[src/rtl/router_pkt_tx.sv]
// Packet source for a router input port: buffers a payload, then sends header, payload and parity.
// Optional build macro ROUTER_PKT_TX_PARITY_CORRUPT_EN adds a corrupt_parity input that inverts the parity byte.
module router_pkt_tx #(
    parameter int MAX_LEN    = 63,
    parameter int GAP_CYCLES = 2
) (
    input  logic       clk,
    input  logic       resetn,
    input  logic       start,
    input  logic [1:0] dest,
    input  logic [5:0] len,
    output logic       cmd_ready,
    output logic       cmd_err,
    input  logic [7:0] pld_data,
    input  logic       pld_valid,
    output logic       pld_ready,
    input  logic       busy,
    output logic       pkt_valid,
    output logic [7:0] data_out,
    output logic       done
`ifdef ROUTER_PKT_TX_PARITY_CORRUPT_EN
    ,
    input  logic       corrupt_parity
`endif
);

    localparam logic [5:0] LP_MAX_LEN = 6'(MAX_LEN);
    localparam int LP_GW = (GAP_CYCLES > 1) ? $clog2(GAP_CYCLES) : 1;
    localparam logic [LP_GW-1:0] LP_GAP_LAST = LP_GW'(GAP_CYCLES - 1);

    typedef enum logic [2:0] {
        S_IDLE,
        S_LOAD,
        S_HDR,
        S_PLD,
        S_PAR,
        S_GAP
    } state_t;

    state_t           r_state;
    logic [7:0]       r_header;
    logic [7:0]       r_parity;
    logic [5:0]       r_len;
    logic [5:0]       r_wr_ptr;
    logic [5:0]       r_rd_ptr;
    logic [LP_GW-1:0] r_gap_cnt;
    logic [7:0]       r_buf [0:MAX_LEN-1];
`ifdef ROUTER_PKT_TX_PARITY_CORRUPT_EN
    logic             r_corrupt;
`endif

    logic       w_cmd_ok;
    logic       w_wr_en;
    logic       w_last_wr;
    logic       w_last_rd;
    logic [5:0] w_rd_next;
    logic [7:0] w_par_byte;

    assign w_cmd_ok  = (dest != 2'b11) && (len != 6'd0) && (len <= LP_MAX_LEN);
    assign w_wr_en   = (r_state == S_LOAD) && pld_valid;
    assign w_last_wr = (r_wr_ptr == r_len - 6'd1);
    assign w_last_rd = (r_rd_ptr == r_len - 6'd1);
    assign w_rd_next = r_rd_ptr + 6'd1;
`ifdef ROUTER_PKT_TX_PARITY_CORRUPT_EN
    assign w_par_byte = r_corrupt ? ~r_parity : r_parity;
`else
    assign w_par_byte = r_parity;
`endif

    // NOTE: the payload buffer has no reset; its contents are only read after being written in LOAD.
    always_ff @(posedge clk) begin
        if (w_wr_en) begin
            r_buf[r_wr_ptr] <= pld_data;
        end
    end

    // NOTE: all state updates use <= so every branch sees the pre-edge values of r_parity, pointers, etc.
    always_ff @(posedge clk) begin
        if (!resetn) begin
            r_state   <= S_IDLE;
            r_header  <= 8'h00;
            r_parity  <= 8'h00;
            r_len     <= 6'd0;
            r_wr_ptr  <= 6'd0;
            r_rd_ptr  <= 6'd0;
            r_gap_cnt <= '0;
            cmd_ready <= 1'b1;
            cmd_err   <= 1'b0;
            pld_ready <= 1'b0;
            pkt_valid <= 1'b0;
            data_out  <= 8'h00;
            done      <= 1'b0;
`ifdef ROUTER_PKT_TX_PARITY_CORRUPT_EN
            r_corrupt <= 1'b0;
`endif
        end else begin
            cmd_err <= 1'b0;
            done    <= 1'b0;
            unique case (r_state)
                S_IDLE: begin
                    if (start) begin
                        if (w_cmd_ok) begin
                            r_header  <= {len, dest};
                            r_parity  <= {len, dest};
                            r_len     <= len;
                            r_wr_ptr  <= 6'd0;
                            cmd_ready <= 1'b0;
                            pld_ready <= 1'b1;
                            r_state   <= S_LOAD;
`ifdef ROUTER_PKT_TX_PARITY_CORRUPT_EN
                            r_corrupt <= corrupt_parity;
`endif
                        end else begin
                            cmd_err <= 1'b1;
                        end
                    end
                end
                S_LOAD: begin
                    if (pld_valid) begin
                        r_parity <= r_parity ^ pld_data;
                        r_wr_ptr <= r_wr_ptr + 6'd1;
                        if (w_last_wr) begin
                            pld_ready <= 1'b0;
                            pkt_valid <= 1'b1;
                            data_out  <= r_header;
                            r_state   <= S_HDR;
                        end
                    end
                end
                S_HDR: begin
                    if (!busy) begin
                        r_rd_ptr <= 6'd0;
                        data_out <= r_buf[0];
                        r_state  <= S_PLD;
                    end
                end
                // data_out is preloaded with the next byte so unstalled bytes leave back-to-back.
                S_PLD: begin
                    if (!busy) begin
                        if (w_last_rd) begin
                            pkt_valid <= 1'b0;
                            data_out  <= w_par_byte;
                            r_state   <= S_PAR;
                        end else begin
                            r_rd_ptr <= w_rd_next;
                            data_out <= r_buf[w_rd_next];
                        end
                    end
                end
                S_PAR: begin
                    if (!busy) begin
                        data_out  <= 8'h00;
                        r_gap_cnt <= LP_GAP_LAST;
                        r_state   <= S_GAP;
                    end
                end
                S_GAP: begin
                    if (r_gap_cnt == '0) begin
                        cmd_ready <= 1'b1;
                        done      <= 1'b1;
                        r_state   <= S_IDLE;
                    end else begin
                        r_gap_cnt <= r_gap_cnt - 1'b1;
                    end
                end
                default: begin
                    cmd_ready <= 1'b1;
                    pld_ready <= 1'b0;
                    pkt_valid <= 1'b0;
                    data_out  <= 8'h00;
                    r_state   <= S_IDLE;
                end
            endcase
        end
    end

endmodule

[config.mk]
export PLATFORM = sky130hd
export DESIGN_NAME = router_pkt_tx
export DESIGN_NICKNAME = d
export VERILOG_FILES = /design/src/rtl/router_pkt_tx.sv
export SDC_FILE = /design/constraint.sdc
export NUM_CORES = 1
export LEC_CHECK = 0
export ABC_AREA = 1
export CORE_ASPECT_RATIO = 1.25
export CORE_MARGIN = 2
export CORE_UTILIZATION = 28
export CTS_CLUSTER_SIZE = 14
export DETAILED_ROUTE_END_ITERATION = 8
export PLACE_DENSITY = 0.47
export SLEW_MARGIN = 20
export SYNTH_ARGS = -nofsm -noshare
export SYNTH_HDL_FRONTEND = slang
export SYNTH_SLANG_ARGS = --single-unit
[constraint.sdc]
create_clock -name clk -period 4.1 [get_ports clk]
set_input_delay 1.23 -clock clk [delete_from_list [all_inputs] [get_ports clk]]
set_output_delay 1.23 -clock clk [all_outputs]
set_load 0.02 [all_outputs]
== Yosys cells after proc, flatten, opt, wreduce, memory -nomap -nowiden ==
Memories as Yosys holds them, arrays and structs flattened.
Cells that the tools add are included.
Operators by class
  add/sub/neg operators: 4
  multiply operators: 0
  div/mod/pow operators: 0
  magnitude comparators: 1
  eq/ne operators: 18
  shift operators: 0
  mux-type cells: 50
  bitwise gates (word level): 5
  reduce and logical (&&, ||, !) cells: 23
Operators with widths (number)
  $mux W8: 9
  $pmux W8 S5: 1
  $mux W6: 6
  $mux W3: 9
  $pmux W6 S2: 2
  $ne A2 B2 Y1 const B: 11
  $pmux W3 S6: 1
  $mux W1: 17
  $pmux W8 S2: 1
  $add A6 B1 Y6 const B: 2
  $eq A6 B6 Y1: 2
  $reduce_and A4 Y1: 3
  $reduce_or A4 Y1: 3
  $reduce_and A5 Y1: 2
  $pmux W1 S3: 3
  $reduce_and A9 Y1: 1
  $xor A8 B8 Y8: 1
  $eq A3 B2 Y1 const B: 2
  $eq A3 B3 Y1 const B: 2
  $le A6 B6 Y1 const B: 1
  $reduce_and A3 Y1: 2
  $reduce_and A6 Y1: 1
  $reduce_bool A2 Y1: 3
  $reduce_bool A6 Y1: 1
  9 further kinds: 15
Storage, ports and cells
  register bits after elaboration: 51
  bits in latches: 0
  memory bits (writable): 504
  memory bits (read-only): 0
  bits of input ports: 21
  output and inout port bits: 13
  logic and storage cells: 115
  memories: 1
Memories
  r_buf: depth 63, bits a word 8, read ports 2, clocked after memory_dff 0, write ports 1, line 47  | logic [7:0] r_buf [0:MAX_LEN-1];

== Depth between registers and ports, before layout ==
  word-level depth: 6
  gate-level depth with buffers: 15
  mapped depth without buffers: 15

== Least setup slack after synthesis ==
Ideal clock, no wire load.
  path type: input-to-reg
  from: input pld_valid
  to: memory r_buf[12][0] (enable)
  library setup time: 370 ps
  arrival: 2171 ps
  data required time: 3730 ps
  path slack: 1559 ps
  stages: 4
  path buffers: 0
  path through: nand2_1 > nor2_1 > nand3_1 > nor2_1
On the way
  word-level cells in the longest chain between the ends: 3
Ends and longest elaborated chain
  start, declared: line 15  | input logic pld_valid,
  $logic_and A1 B1 Y1: line 60  | assign w_wr_en = (r_state == S_LOAD) && pld_valid;
  $mux W1: line 72  | if (w_wr_en) begin
  $mux W1 (implied by the code): line 73  | r_buf[r_wr_ptr] <= pld_data;
  end, declared: line 47
No other way between the ends.

== Worst setup path in the final report ==
  from: register r_rd_ptr[0]
  to: register data_out[5]
On the way
  word-level cells in the longest chain between the ends: 5
  elaborated cells on any way between the ends: 6
  classes of those cells: add/sub (1); eq/ne (1); mux (3); memory (1)
Ends and longest elaborated chain
  start, declared: line 45  | logic [5:0] r_rd_ptr;
  start signal, assigned: line 145  | r_rd_ptr <= w_rd_next;
  $add A6 B1 Y6: line 63  | assign w_rd_next = r_rd_ptr + 6'd1;
  $mem_v2 Z63 W8
  $mux W8 (*): line 140  | if (w_last_rd) begin
  $mux W8 (*): line 139  | if (!busy) begin
  $pmux W8 S5 (*): line 99  | unique case (r_state)
  end signal, assigned: line 133  | data_out <= r_buf[0];
  end signal, assigned: line 142  | data_out <= w_par_byte;
  end signal, assigned: line 146  | data_out <= r_buf[w_rd_next];
  end, declared: line 19  | output logic [7:0] data_out,
Mark *: on every way between the ends. The rest lies on a longest branch, timed or not. The select of a mux whose other input is x is not followed.
A chain may end at the register's enable or synchronous reset.

==> flow_summary.json <==
{
  "netlist.area_leader.share": 0.651,
  "final_cell_area_um2": 27000,
  "hold_viol": 0,
  "grt_pass1_wl_um": 105000,
  "cp-start-kind": "register",
  "worst_slew_pin_slew_ns": 0.942,
  "fmax_mhz": 302,
  "dieArea_um2": 85400,
  "via_per_inst": 4.85,
  "multi_input_area_um2": 6390,
  "seqCellArea_um2": 16000,
  "drv_slew": 0,
  "synthArstFlopShare": 0,
  "start_util": 0.282,
  "groute.usage.overall": 0.166,
  "totalWireLength_um": 71200,
  "drtPass1Iterations": 6,
  "antenna_found_initial": 0,
  "area_growth_pct": 16.3,
  "period_share": 0.809,
  "grt_start_max_net_pins": 155,
  "setup_violations": 0,
  "synth_top_family_by_area": "simple AND/OR/NAND/NOR gates",
  "synth_adder_area_share": 0.00161,
  "timing.hold.ws_ns": 0.431,
  "path_clk_slew_ns": 0.06,
  "synth_xor_area_frac": 0.00366,
  "crit_fanout": 69,
  "syn-cell-area_um2": 23300,
  "ir_worst_vdd_mv": 0.292,
  "vias": 16120,
  "core-area_um2": 82500,
  "arrival_ns": 3.78,
  "synthSimpleGateAreaFrac": 0.247,
  "yosys-top-cells-area": "edfxtp_1 (65%), nand3_1 (11%), nand2_1 (9.9%)",
  "grt_pass1_vias": 16277,
  "cp.required_ns": 4.56,
  "cts_tree": "yes",
  "cp-end-kind": "register",
  "syn-num-nets": 2160,
  "p_leak_nw": 9.49,
  "num_rows": 118,
  "grt_overflow_total": 0,
  "synth-edff-count": 504,
  "synth.largest_area_cell": "edfxtp_1",
  "hpwl_um": 45700,
  "die_x_um": 262,
  "postSynthCellCount": 2136,
  "yosys_warnings": 0,
  "drc_errors": 0,
  "initialDrtViolationCount": 1301,
  "post-route-min-period_ns": 3.32,
  "cts.repair.resized": 0,
  "ctsHtreeMaxLevel": 2,
  "status": "complete, no violations",
  "placedInstanceArea_um2": 25200,
  "clkSinkCount": 549,
  "slew_headroom": 0.372,
  "grt_setup_unrepaired": "no",
  "fin_total_pwr_mw": 13.5,
  "critPathKind": "register to register",
  "drive_gt1_frac": 0.104,
  "synth_compound_area_frac": 0.0213,
  "clk_latency_ns": 0.62,
  "nFillCells": 8224,
  "worstHoldPathType": "register to register",
  "post_drt_wl_per_cell_um": 21.4,
  "synth_area_per_cell_um2": 10.9,
  "max-clock-path-buffers": 3,
  "synthMuxAreaShare": 0,
  "place.gp.congestion": 0.843,
  "cts_root_buf": "clkbuf_16",
  "synth_cell_type_count": 41,
  "antenna_left": 0,
  "drv_cap": 0,
  "post_cts_buffers": 0,
  "cts_hold_buf": 0,
  "final_nets": 2230,
  "ys.flop_type": "edfxtp_1",
  "io_buffers": 33,
  "skew_ns": 0.0197,
  "num_antenna_cells": 0,
  "die_h_um": 326,
  "tns_ns": 0,
  "power_density_nw_per_um2": 499,
  "numCtsBuffers": 54,
  "ys_seq_elements": 549,
  "utilization": 0.328,
  "seq_area_frac_synth": 0.690,
  "num_io_pins": 34
}
-- through the flow --
stage                     setup WS [ns]  instances
after floorplan                    1.56       2136
after CTS                         0.800       3327
after global placement            0.436       3230
after global routing              0.619       3327
final                             0.784       3327
after detailed placement          0.441       3230
-- layout by cell type (no fill, tap or decap), types with 2 or more instances in the layout --
cell and n:
a221oi_2 5, nand2_2 9, nor2_8 2, nor2_2 3
nor2_1 109, clkbuf_1 11, nand4_1 13, nand3_4 2
bufinv_16 9, buf_2 8, inv_2 9, o21ai_1 5
nand2_1 615, nand3_2 3, nor3_1 2, a21oi_1 31
xnor2_1 5, nand3_1 528, clkbuf_16 57, clkinv_2 10
edfxtp_1 504, dfxtp_1 44, inv_1 67, nor2_4 5
buf_4 90, clkinv_1 8, o21ai_0 36, xor2_2 2
ha_1 2, buf_12 8, clkdlybuf4s50_1 25
-- cells in the mapped netlist, types with 7 or more instances --
library cell and count:
nand2_1 615, nand3_1 528, edfxtp_1 504, nor2_1 109
inv_1 67, buf_2 61, dfxtp_1 45, clkbuf_1 42
o21ai_0 36, a21oi_1 31, nand4_1 13, inv_2 10
nand2_2 9, buf_1 7
-- area by class of cell --
| type | count | share of cell area |
|---|---|---|
| Sequential cell | 549 | 0.593 |
| Multi-Input combinational cell | 1392 | 0.236 |
| Clock buffer | 68 | 0.0543 |
| Tap cell | 1080 | 0.0500 |
| Timing Repair Buffer | 131 | 0.0416 |
| Clock inverter | 29 | 0.0134 |
| Inverter | 78 | 0.0111 |
-- report_power, final --
| part | total, mW | leakage, nW | switching [mW] | internal (mW) |
|---|---|---|---|---|
| clock network | 5.23 | 0.894 | 2.14 | 3.08 |
| registers | 6.34 | 4.90 | 0.121 | 6.22 |
| logic | 1.92 | 3.70 | 1.38 | 0.545 |
-- registers in the layout, summed over array words and instances, names as in the netlist --
signal     count
r_rd_ptr       6
r_gap_cnt      1
r_wr_ptr       6
r_state        3
data_out       8
pkt_valid      1
r_parity       8
r_header       8
cmd_ready      1
done           1
r_buf        504
pld_ready      1
cmd_err        1
-- kinds of logic (layout without fill, tap and decap cells) --
family,count (synthesis),in the layout
AND/OR/NAND/NOR,1298,1298
flip-flops,549,549
buffers and inverters,195,306
AO/OA/AOI/OAI,83,83
XOR/XNOR,8,8
adder cells (fa/ha/maj),3,3
-- path summary, 6_finish.rpt --
kind,startpoint,to,slack (ns),depth (start not counted)
setup / recovery,r_rd_ptr[0]$_SDFFE_PN0P_,data_out[5]$_SDFFE_PN0P_,0.78,12
hold / removal,r_gap_cnt$_SDFFE_PN0P_,done$_SDFF_PN0_,0.43,1
setup reg to reg,r_rd_ptr[0]$_SDFFE_PN0P_,data_out[5]$_SDFFE_PN0P_,0.78,12
hold reg to reg,r_gap_cnt$_SDFFE_PN0P_,done$_SDFF_PN0_,0.43,1
-- layer usage --
metal | vias to the layer above | share of wire | routed length (um) | global-route usage
met5 | - | 0 | 0 | 0
met4 | 0 | 0.035 | 2470 | 0.0614
met3 | 124 | 0.037 | 2660 | 0.0198
met2 | 385 | 0.51 | 36500 | 0.295
met1 | 8013 | 0.42 | 29600 | 0.206
li1 | 7598 | - | - | -
-- worst max-delay path, cell delays in order (launching register included) --
cell and delay, ns:
dfxtp_4 0.59, ha_4 0.40, inv_4 0.48, buf_12 0.38, nand3_1 0.24, nand2_1 0.13
nand3_1 0.13, nand3_1 0.18, nand3_1 0.14, nand3_1 0.21, nand2_1 0.08, nand2_1 0.07
a21oi_1 0.06
(Power assumes the default switching activity.)
==> variant 1: new RTL, same flow settings <==
Build with the macro `ROUTER_PKT_TX_PARITY_CORRUPT_EN` defined.
--- a/src/rtl/router_pkt_tx.sv
+++ b/src/rtl/router_pkt_tx.sv
@@ -2,2 +2,4 @@
 // Optional build macro ROUTER_PKT_TX_PARITY_CORRUPT_EN adds a corrupt_parity input that inverts the parity byte.
+`define ROUTER_PKT_TX_PARITY_CORRUPT_EN
+
 module router_pkt_tx #(
Interface: changed (added corrupt_parity); port bits go from 34 to 35. The function was not compared with the original's and may differ.
==> variant 1 against the original RTL <==
  * First-iteration DRC count fell by 5.5%
  * Wire length fell by 1.5%
  * Global-route usage fell by 0.11 points
  * Utilization rose by 0.41 points
  * Area after synthesis fell by 0.48%
  * Setup slack improved by 0.34 ns
  * Sequential cell count rose by 1
  * Power fell by 0.49%
  * Design area rose by 0.21%
  * Largest cell class unchanged
  * Largest power group unchanged
  * Highest routed layer unchanged
==> variant 1: results (changes against the original RTL) <==
[global_route]
grt_start_max_net_pins = 200  ; +29%
grt_pass1_wl_mm = 105  ; -0.41%
grt_pass1_vias = 16200  ; -0.51%
grt_use_total_pct = 16.5  ; -0.11 points
grt_util_met2_pct = 28.9  ; -0.59 points
use_met3_pct = 2.24  ; +0.26 points
use_met1_pct = 21.0  ; +0.41 points

[route]
wl_per_cell_um = 21.2  ; -0.86%
vias = 16100  ; -0.42%
firstDrtPassIters = 5  ; -1

[clock_network]
cts_inserted_buffers = 55  ; +1.9%
clk_latency_ns = 0.64  ; +0.02 ns

[logic_synthesis]
syn_nets = 2138  ; -1.0%
synth_compound_area_share_pct = 2.77  ; +0.64 points
synth_area_leaders = edfxtp_1, nand3_1, nand2_1
synthTopCellsByCount = nand2_1, edfxtp_1, nand3_1
synth_cell_types = 38  ; -7.3%
yosysSeqAreaShare_pct = 69.4  ; +0.42 points
synth_fa_ha_area_share_pct = 0.162  ; +0.00078 points

[place]
dpl.hpwl_mm = 45.0  ; -1.6%
gp_congestion = 0.851  ; +0.95%
io_buffers = 34  ; +3.0%

[worst_setup_path]
arrival_ns = 3.46  ; -0.32 ns
cp_max_fo = 40  ; -42%

[sta]
finalClockSkew_ns = 0.0305  ; +0.0108 ns
worst_pin_slew_ns = 1.07  ; +0.129 ns

[layout]
nNetsFinal = 2218  ; -0.54%
layout-drive-gt1-share_pct = 10.2  ; -0.26 points

[pwr]
power_switching_uw = 3580  ; -1.8%
vdd_drop_max_v = 0.000308  ; +5.5%
p_leak_uw = 0.00955  ; +0.68%

[outcome]
outcome = finished, final reports clean

[variant 1: worst paths after layout]
check / from / cells past startpoint / slack, ns / endpoint
max: r_rd_ptr[1]$_SDFFE_PN0P_ / 14 / 1.12 / data_out[1]$_SDFFE_PN0P_
min: data_out[4]$_SDFFE_PN0P_ / 2 / 0.46 / data_out[4]$_SDFFE_PN0P_
max reg2reg: r_rd_ptr[1]$_SDFFE_PN0P_ / 14 / 1.12 / data_out[1]$_SDFFE_PN0P_
min reg2reg: data_out[4]$_SDFFE_PN0P_ / 2 / 0.46 / data_out[4]$_SDFFE_PN0P_
[variant 1: worst max-delay path: stages, from the launching register on]
cell	delay, ns
dfxtp_1	0.48
ha_4	0.27
inv_4	0.40
buf_4	0.49
nand3_1	0.18
nand2_1	0.09
nand2_1	0.07
nand3_1	0.10
nand3_1	0.09
nand3_1	0.22
nand3_1	0.16
nand2_1	0.09
nand2_1	0.05
nand2_1	0.05
a21oi_1	0.05
[variant 1: through the flow]
step	util (%)	setup WS, ns	cell area [sq um]	instances	hold WS, ns
floorplan	-	1.56	23100	2113	0.423
global placement	30.9	0.601	25200	3207	0.460
detailed placement	30.9	0.605	25200	3207	0.458
CTS	33.2	1.15	27100	3307	0.468
global route	33.2	0.924	27100	3307	0.493
finish	33.2	1.12	27100	3307	0.463
[variant 1: layout make-up]
type	instances	area, sq um
fill	8211	54600
sequential	550	16100
multi-input combinational	1374	6300
clock buffer	67	1440
tap	1071	1340
timing repair buffer	140	1270
clock inverter	33	404
inverter	72	278
[variant 1: cells by family (layout without fill, tap and decap cells)]
group	after synthesis	count (layout)
simple gates	1235	1235
flops	550	550
buf+inv	189	312
compound gates	117	117
xor+xnor	19	19
fa+ha+maj	3	3
[variant 1: power by group through the flow]
stage	sequential, uW	combinational (uW)	clock [uW]
global placement	6470	1840	0
detailed placement	6470	1840	0
floorplan	6450	1180	0
global route	6360	2030	5560
CTS	6350	1850	5360
finish	6350	1830	5250
[variant 1: per-layer routing]
metal  share of wire (%)  vias up
met5                   0        -
met4                 2.7        0
met3                 4.0       97
met2                  51      405
met1                  42     7987
li1                    -     7563
==> variant 2: new RTL, same settings <==
Without the edit above. Make the reset (`resetn`) asynchronous in one clocked block.
--- a/src/rtl/router_pkt_tx.sv
+++ b/src/rtl/router_pkt_tx.sv
@@ -77,3 +77,3 @@
     // NOTE: all state updates use <= so every branch sees the pre-edge values of r_parity, pointers, etc.
-    always_ff @(posedge clk) begin
+    always_ff @(posedge clk or negedge resetn) begin
         if (!resetn) begin
Formal check against the unedited RTL: differs if resetn is asserted again (counterexample within 4 cycles, from zero or initial values and one cycle with resetn low); with resetn held inactive, the same outputs for 4 cycles.
==> variant 2 against the original RTL <==
  * Power rose by 14%
  * Design area is 0.49% higher
  * Combinational power grew 78%
  * Highest routed layer unchanged
  * Largest power group unchanged
  * Clock power grew 3%
  * Clock skew down 0.0070 ns
  * Critical path depth is the same
  * Area after synthesis rose by 0.63%
  * Count of clock-buffer cells in the layout decreased by 2
  * Setup slack improved by 0.19 ns
  * Sequential cell count is the same
  * Wire length decreased by 1.4%
  * Hold slack worse by 0.0018 ns
  * Via count shrank 0.94%
==> variant 2: results (changes against the original RTL) <==
[outcome]
outcome = finished, final reports clean

[layout]
nNetsFinal = 2205  ; -1.1%
stdcell_count = 3308  ; -0.57%
seq_area_share_pct = 59.9  ; +0.55 points
post-route-util_pct = 32.8  ; +0.042 points
buffers = 115  ; -12%
clock_buffers = 66  ; -2.9%

[global_route]
grt_pass1_wl_mm = 104  ; -1.5%
grt_pass1_vias = 16000  ; -2.0%
grt_start_max_net_pins = 206  ; +33%

[route]
drt-initial-drc-count = 1326  ; +1.9%
wl_per_cell_um = 21.2  ; -0.83%
firstDrtPassIters = 5  ; -1

[worst_setup_path]
critical-path-max-stage-delay_ns = 0.55  ; -0.04 ns
regToRegEndpoint = data_out[7]$_DFFE_PN0P_
arrival_ns = 3.64  ; -0.14 ns
cp_max_fo = 46  ; -33%
rrSetupSlack_ns = 0.98  ; +0.19 ns

[logic_synthesis]
synth_area_leaders = edfxtp_1, nand3_1, nand2_1
synth_cell_types = 39  ; -4.9%
synth.avg_cell_area_sq_um = 11.0  ; +1.3%
yosysSeqAreaShare_pct = 69.5  ; +0.53 points
synthTopCellsByCount = nand2_1, nand3_1, edfxtp_1

[sta]
worst_pin_slew_ns = 0.905  ; -0.0372 ns

[pwr]
switching_share_pct = 31.5  ; +4.5 points
vdd_drop_max_v = 0.000316  ; +8.1%
p_leak_uw = 0.00987  ; +4.0%

[place]
gp_congestion = 0.855  ; +1.4%
placed_cells = 3203  ; -0.84%

[hold_path]
hp-start = r_gap_cnt$_DFFE_PN0P_
holdPathEnd = done$_DFF_PN0_

-- variant 2: worst max path at each step --
stage	from	end	slack, ns	cells after the start
6_report	r_rd_ptr[0]$_DFFE_PN0P_	data_out[7]$_DFFE_PN0P_	0.98	12
4_1_cts	r_rd_ptr[0]$_DFFE_PN0P_	data_out[7]$_DFFE_PN0P_	1.03	12
3_3_place_gp	pld_valid	r_buf[46][5]$_DFFE_PP_	0.49	7
3_5_place_dp	pld_valid	r_buf[30][4]$_DFFE_PP_	0.44	7
5_1_grt	r_rd_ptr[0]$_DFFE_PN0P_	data_out[7]$_DFFE_PN0P_	0.84	12
2_1_floorplan	pld_valid	r_buf[40][0]$_DFFE_PP_	1.54	6
-- variant 2: layer usage --
metal	routed length, um	global-route usage, %
met5	0	0
met3	2710	1.95
met4	2940	6.87
met1	28600	19.5
met2	35900	29.3
-- variant 2: critical path, delay by kind of cell, from the launching register on --
family	cells	cell delay [ns]
flip-flops	1	0.54
AND/OR/NAND/NOR	10	1.40
buffers and inverters	2	1.03
-- variant 2: cell families (layout without fill, tap and decap cells) --
kind of cell | Yosys count | after routing | synth area share (%)
and+or+nand+nor | 1300 | 1300 | 24.6
DFF | 549 | 549 | 69.5
buffers and inverters | 198 | 305 | 3.70
AOI/OAI and AO/OA | 58 | 58 | 1.45
xor gates and xnor gates | 13 | 13 | 0.599
adders and majority gates | 3 | 3 | 0.160
-- variant 2: power by group through the flow --
| stage | sequential [uW] | clock, uW | combinational [uW] |
|---|---|---|---|
| after floorplan | 6630 | 0 | 2230 |
| after global placement | 6650 | 0 | 3440 |
| after detailed placement | 6650 | 0 | 3440 |
| after CTS | 6530 | 5500 | 3450 |
| after global routing | 6560 | 5700 | 3800 |
| final | 6530 | 5400 | 3420 |
